<file path="src/rtl/voq_out_arbiter_pkg.sv">
// Shared definitions for the VOQ output arbiter.
//   - Default port count and payload width (overridable from the command line).
//   - FSM state type of the arbiter.
//   - Position of the eop bit inside a VOQ head word {eop, data}.
`ifndef PORT_NUB_TOTAL
`define PORT_NUB_TOTAL 4
`endif
`ifndef DATA_WIDTH
`define DATA_WIDTH 8
`endif

package voq_out_arbiter_pkg;

  localparam int PORT_NUB_TOTAL = `PORT_NUB_TOTAL;
  localparam int DATA_WIDTH_DEF = `DATA_WIDTH;

  typedef enum logic {
    ST_IDLE = 1'b0,
    ST_SEND = 1'b1
  } arb_state_t;

  // A VOQ head word is {eop, data}; eop sits just above the payload.
  localparam int VOQ_EOP_BIT_DEF = DATA_WIDTH_DEF;

  function automatic int voq_eop_bit(input int data_width);
    return data_width;
  endfunction

endpackage

</file>
<file path="src/rtl/voq_out_arbiter_rr_pick.sv">
// Combinational round-robin picker.
//   req  : request vector, one bit per VOQ
//   base : index where the upward scan starts (wraps modulo PORT_NUB)
//   any  : at least one request is set
//   pick : first requesting index at or after base
module rr_pick
  import voq_out_arbiter_pkg::*;
#(
  parameter int PORT_NUB  = PORT_NUB_TOTAL,
  parameter int WIDTH_SEL = $clog2(PORT_NUB)
) (
  input  logic [PORT_NUB-1:0]  req,
  input  logic [WIDTH_SEL-1:0] base,
  output logic                 any,
  output logic [WIDTH_SEL-1:0] pick
);

  int                   idx;
  logic [WIDTH_SEL-1:0] idx_s;

  // Scan from the farthest offset down to offset 0 so the closest
  // requester to base is the last (and therefore winning) assignment.
  always_comb begin
    any   = 1'b0;
    pick  = '0;
    idx   = 0;
    idx_s = '0;
    for (int k = PORT_NUB - 1; k >= 0; k--) begin
      idx   = (int'(base) + k) % PORT_NUB;
      idx_s = idx[WIDTH_SEL-1:0];
      if (req[idx_s]) begin
        any  = 1'b1;
        pick = idx_s;
      end
    end
  end

endmodule

</file>
<file path="src/rtl/voq_out_arbiter.sv">
// Output-port arbiter for the VOQ read side. Selects one non-empty VOQ with
// packet-granular round-robin and drains it word by word into a registered
// output stage; each word is tagged with its source port number.
//   clk, rst_n : clock, asynchronous active-low reset
//   req_in     : per-VOQ non-empty flag (head word valid)
//   head_in    : per-VOQ head word, slice i = {eop, data}
//   rd_en_out  : one-hot pop strobe to the VOQs (combinational)
//   ready_in   : downstream accepts data_out this cycle
//   valid_out  : output word valid (registered)
//   data_out   : {src_port, data} (registered)
//   eop_out    : last word of the packet (registered)
//   done_out   : one-cycle pulse on bit i after the eop word of VOQ i is popped
//   busy_out   : FSM is in SEND (exposes the FSM state)
//
// Handshake: a word moves downstream on every cycle where valid_out && ready_in.
// The output register accepts a new word when it is empty or being drained
// (!valid_out || ready_in); otherwise it holds data_out/eop_out unchanged.
module voq_out_arbiter
  import voq_out_arbiter_pkg::*;
#(
  parameter int PORT_NUB   = `PORT_NUB_TOTAL,
  parameter int DATA_WIDTH = `DATA_WIDTH,
  parameter int WIDTH_SEL  = $clog2(PORT_NUB),
  parameter int WIDTH_PORT = WIDTH_SEL + DATA_WIDTH
) (
  input  logic                             clk,
  input  logic                             rst_n,
  input  logic [PORT_NUB-1:0]              req_in,
  input  logic [PORT_NUB*(DATA_WIDTH+1)-1:0] head_in,
  output logic [PORT_NUB-1:0]              rd_en_out,
  input  logic                             ready_in,
  output logic                             valid_out,
  output logic [WIDTH_PORT-1:0]            data_out,
  output logic                             eop_out,
  output logic [PORT_NUB-1:0]              done_out,
  output logic                             busy_out
);

  localparam int EOP_BIT = voq_eop_bit(DATA_WIDTH);

  arb_state_t           state;
  logic [WIDTH_SEL-1:0] grant;
  logic [WIDTH_SEL-1:0] last_grant;
  logic [WIDTH_SEL-1:0] base;
  logic [WIDTH_SEL-1:0] pick;
  logic                 any;
  logic [PORT_NUB-1:0]  grant_oh;
  logic [DATA_WIDTH:0]  head_sel;
  logic                 req_sel;
  logic                 pop;

  // Scan starts one past the last served port, wrapping to 0.
  assign base = (last_grant == WIDTH_SEL'(PORT_NUB - 1)) ? '0
                                                         : last_grant + WIDTH_SEL'(1);

  rr_pick #(
    .PORT_NUB  (PORT_NUB),
    .WIDTH_SEL (WIDTH_SEL)
  ) u_rr_pick (
    .req  (req_in),
    .base (base),
    .any  (any),
    .pick (pick)
  );

  always_comb begin
    grant_oh = '0;
    head_sel = '0;
    for (int i = 0; i < PORT_NUB; i++) begin
      if (grant == WIDTH_SEL'(i)) begin
        grant_oh[i] = 1'b1;
        head_sel    = head_in[i*(DATA_WIDTH+1) +: (DATA_WIDTH+1)];
      end
    end
  end

  assign req_sel = |(req_in & grant_oh);

  // Only the granted VOQ can pop; a stalled output register blocks it, and an
  // empty granted VOQ (underflow) simply waits without re-arbitrating.
  assign pop       = (state == ST_SEND) && req_sel && (!valid_out || ready_in);
  assign rd_en_out = pop ? grant_oh : '0;
  assign busy_out  = (state == ST_SEND);

  always_ff @(posedge clk or negedge rst_n) begin
    if (!rst_n) begin
      state      <= ST_IDLE;
      grant      <= '0;
      last_grant <= WIDTH_SEL'(PORT_NUB - 1);
      valid_out  <= 1'b0;
      data_out   <= '0;
      eop_out    <= 1'b0;
      done_out   <= '0;
    end else begin
      done_out <= '0;

      if (pop) begin
        valid_out <= 1'b1;
        data_out  <= {grant, head_sel[DATA_WIDTH-1:0]};
        eop_out   <= head_sel[EOP_BIT];
      end else if (ready_in) begin
        valid_out <= 1'b0;
      end

      case (state)
        ST_IDLE: begin
          if (any) begin
            grant <= pick;
            state <= ST_SEND;
          end
        end
        ST_SEND: begin
          // The grant is held until the eop word leaves the VOQ.
          if (pop && head_sel[EOP_BIT]) begin
            done_out   <= grant_oh;
            last_grant <= grant;
            state      <= ST_IDLE;
          end
        end
        default: state <= ST_IDLE;
      endcase
    end
  end

endmodule

</file>
<file path="config.mk">
export PLATFORM = sky130hd
export DESIGN_NAME = voq_out_arbiter
export DESIGN_NICKNAME = d
export VERILOG_FILES = /design/src/rtl/voq_out_arbiter_pkg.sv /design/src/rtl/voq_out_arbiter_rr_pick.sv /design/src/rtl/voq_out_arbiter.sv
export SDC_FILE = /design/constraint.sdc
export NUM_CORES = 1
export LEC_CHECK = 0
export BUFFER_PORTS_ARGS = -buffer_cell sky130_fd_sc_hd__buf_2
export CORE_ASPECT_RATIO = 0.8
export CORE_MARGIN = 3
export CORE_UTILIZATION = 41
export CTS_CLUSTER_DIAMETER = 30
export DETAILED_ROUTE_END_ITERATION = 12
export MAX_ROUTING_LAYER = met4
export PLACE_DENSITY = 0.76
export SETUP_SLACK_MARGIN = 0.3
export SLEW_MARGIN = 25
export SYNTH_ARGS = -nofsm -noshare
export SYNTH_HDL_FRONTEND = slang
export SYNTH_SLANG_ARGS = --single-unit
</file>
<file path="constraint.sdc">
create_clock -name clk -period 1.9 [get_ports clk]
set_clock_uncertainty 0.15 [all_clocks]
set_input_delay 0.38 -clock clk [delete_from_list [all_inputs] [get_ports clk]]
set_output_delay 0.38 -clock clk [all_outputs]
set_load 0.01 [all_outputs]
</file>
==> results.py <==
metrics = {
    "global_route": {
        "grt_overflow": 0,
        "grt_pass1_wl_mm": 5.04,
        "grtUsageTotal_pct": 17.7,
        "antenna_found_initial": 0,
        "grt_max_degree": 22,
        "first_global_vias": 1102,
    },
    "logic_synthesis": {
        "yosysTopAreaCell": "dfrtp_1",
        "synth_top_cells_by_count": "dfrtp_1 (19), mux2_4 (10), a21oi_1 (7), mux4_2 (6), o21ai_0 (5)",
        "ys_async_sr_fraction_pct": 100,
        "avgSynthCellArea_um2": 13.2,
        "synth_xor_area_share_pct": 0,
        "synth.ff_latch_count": 21,
        "synth_ff_type": "dfrtp_1",
        "synth_cell_types": 32,
        "netlist_area_um2": 1260,
        "synth.area.top_cells": "dfrtp_1 (38%), mux2_4 (12%), mux4_2 (11%)",
        "synth_mux_area_share_pct": 31.4,
        "synth_warnings": 0,
        "synth_compound_area_share_pct": 9.70,
        "synth_top_area_share_pct": 37.6,
        "synth_nets": 140,
        "yosysMostFrequentCell": "dfrtp_1",
        "synth_top_family_by_area": "multiplexers",
        "synth_edf_count": 0,
        "synthSimpleGateAreaFrac_pct": 12.0,
        "synth.yosys.seq_area_share_pct": 41.8,
        "synthAdderAreaFrac_pct": 0.990,
        "synthesis.instances": 96,
    },
    "timing": {
        "slew_headroom_pct": 69.9,
        "fin_crit_sh_pct": 109,
        "fin_crit_ns": 2.07,
        "rsz0062_at_grt": "true",
        "max_clock_freq_mhz": 484,
        "tns_ns": -1.74,
        "finalMaxSlewViolations": 0,
        "worst_slew_pin_slew_ns": 0.452,
        "setup_violations": 15,
        "fin_ws_ns": -0.165,
        "hold_viol": 0,
    },
    "run_status": {
        "outcome": "finished with violations",
        "violations": "setup timing",
    },
    "route": {
        "dr_total_vias": 1122,
        "antenna_left": 0,
        "first_pass_iters": 4,
        "via_per_inst": 5.32,
        "wirelength_mm": 3.18,
        "wl_per_cell_um": 15.1,
        "drt-initial-drc-count": 31,
        "drc": 0,
    },
    "die": {
        "fp.dieW_um": 68.1,
        "start_util_pct": 44.3,
        "core_um2": 2850,
        "boundaryPins": 64,
        "dieArea_um2": 3790,
        "die_h_um": 55.7,
        "placementRows": 17,
    },
    "critical_path": {
        "worst-r2r-cell-count": 7,
        "rr_endpoint": "data_out[7]",
        "critPathLaunchType": "register",
        "rrSetupSlack_ns": -0.11,
        "startpoint": "grant[1]",
        "crit_fanout": 3,
        "criticalPathCategory": "reg2out",
        "r2r_start": "grant[1]",
        "cp.arrival_ns": 1.54,
        "endpoint_kind": "output pin",
        "endpoint": "rd_en_out[0]",
        "required_ns": 1.37,
    },
    "final_layout": {
        "syn_to_final_growth_pct": 45.1,
        "stdcell_count": 211,
        "diodes": 0,
        "layout-drive-gt1-share_pct": 66.5,
        "final_net_count": 218,
        "design_area_um2": 1830,
    },
    "clocking": {
        "numCtsBuffers": 3,
        "h-tree-depth": 1,
        "insertion_delay_ns": 0.25,
        "cts-root-buf": "clkbuf_8",
        "cts_tree": "done",
        "cts.clk_slew.worst_paths_ns": 0.08,
        "ctsLongestPathBuffers": 2,
        "clock_sinks": 21,
    },
    "placement": {
        "place.gp.congestion": 0.825,
        "pre_cts_ws_ns": 0.0212,
        "post-place-cells": 200,
        "port_buffers": 63,
        "hpwl_mm": 2.44,
        "place_area_um2": 1690,
    },
    "hold_path": {
        "hold_class": "in2reg",
    },
    "power": {
        "ir_drop_v": 0.000704,
        "leakage_uw": 0.000915,
        "power_density_nw_per_um2": 1500,
        "total_power_uw": 2750,
    },
    "job": {
        "maxCapViolCount": 0,
    },
}
repair_timing:
action                                  4_1_cts  5_1_grt
hold endpoints to repair                     19        0
setup buffers                                 3        3
gates resized for setup                       5        9
hold buffers                                  1        0
endpoints found under the setup margin       20       21
pin swaps                                     1        3
per-stage QoR:
| stage | hold WS, ns | utilization, % |
|---|---|---|
| 2_1_floorplan | -0.0656 | - |
| 3_3_place_gp | 0.197 | 59.2 |
| 3_5_place_dp | 0.206 | 59.2 |
| 4_1_cts | 0.201 | 62.6 |
| 5_1_grt | 0.208 | 64.4 |
| 6_report | 0.218 | 64.4 |
worst min path at each step:
stage                     start          end  slack (ns)  cells past startpoint
floorplan                 rst_n     busy_out       -0.07                      0
global placement          rst_n  done_out[2]        0.20                      1
detailed placement        rst_n  done_out[0]        0.21                      1
CTS                 head_in[35]  done_out[3]        0.20                      2
global route        head_in[35]  done_out[3]        0.21                      2
finish              head_in[35]  done_out[3]        0.22                      2
layout make-up:
class | count | area (um2)
clock buffers | 3 | 41.3
clock inverters | 1 | 5.00
fillers | 225 | 1020
inverters | 3 | 11.3
multi-input cells | 66 | 726
flip-flops and latches | 21 | 529
well taps | 38 | 47.5
repair buffers | 79 | 474
per-layer routing:
layer	part of all wire, %	wire length (um)	GRT usage (%)
met5	0	0	-
met4	0.60	19	4.25
met3	11	347	4.44
met2	49	1570	30.4
met1	39	1250	20.3
registers in the layout, summed over array words and instances (netlist names):
name and flops:
grant 2, done_out 4, busy_out 1, eop_out 1
valid_out 1, last_grant 2, data_out 10
where the power goes:
| part | internal (uW) | switching, uW | leakage (uW) |
|---|---|---|---|
| combinational | 951 | 703 | 0.000639 |
| clock | 146 | 136 | 0.0000255 |
| sequential | 663 | 148 | 0.000251 |
| total | 1760 | 987 | 0.000915 |
placed cells by master (no fill, tap or decap), types with 3 or more instances in the layout:
cell	count
inv_1	3
mux2_4	10
nor2_1	3
o21ai_0	3
buf_6	5
and2_1	3
dfrtp_1	18
nand2b_1	3
buf_2	61
and3_4	3
a21oi_1	7
buf_4	11
clkbuf_8	3
mux4_2	6
mux4_1	3
cells by family (layout without fill, tap and decap cells):
| kind of cell | count (synthesis) | count (layout) |
|---|---|---|
| multiplexers | 22 | 22 |
| AO/OA/AOI/OAI | 20 | 20 |
| flip-flops | 21 | 21 |
| adder cells (fa/ha/maj) | 1 | 1 |
| buffers and inverters | 9 | 86 |
| AND/OR/NAND/NOR | 23 | 23 |
critical path: stages, from the launching register on:
cell and delay (ns):
dfrtp_1 0.44, mux2i_2 0.19, nor3b_2 0.26, nor3b_4 0.23, buf_2 0.16
Power figures use the tool's default switching activity.
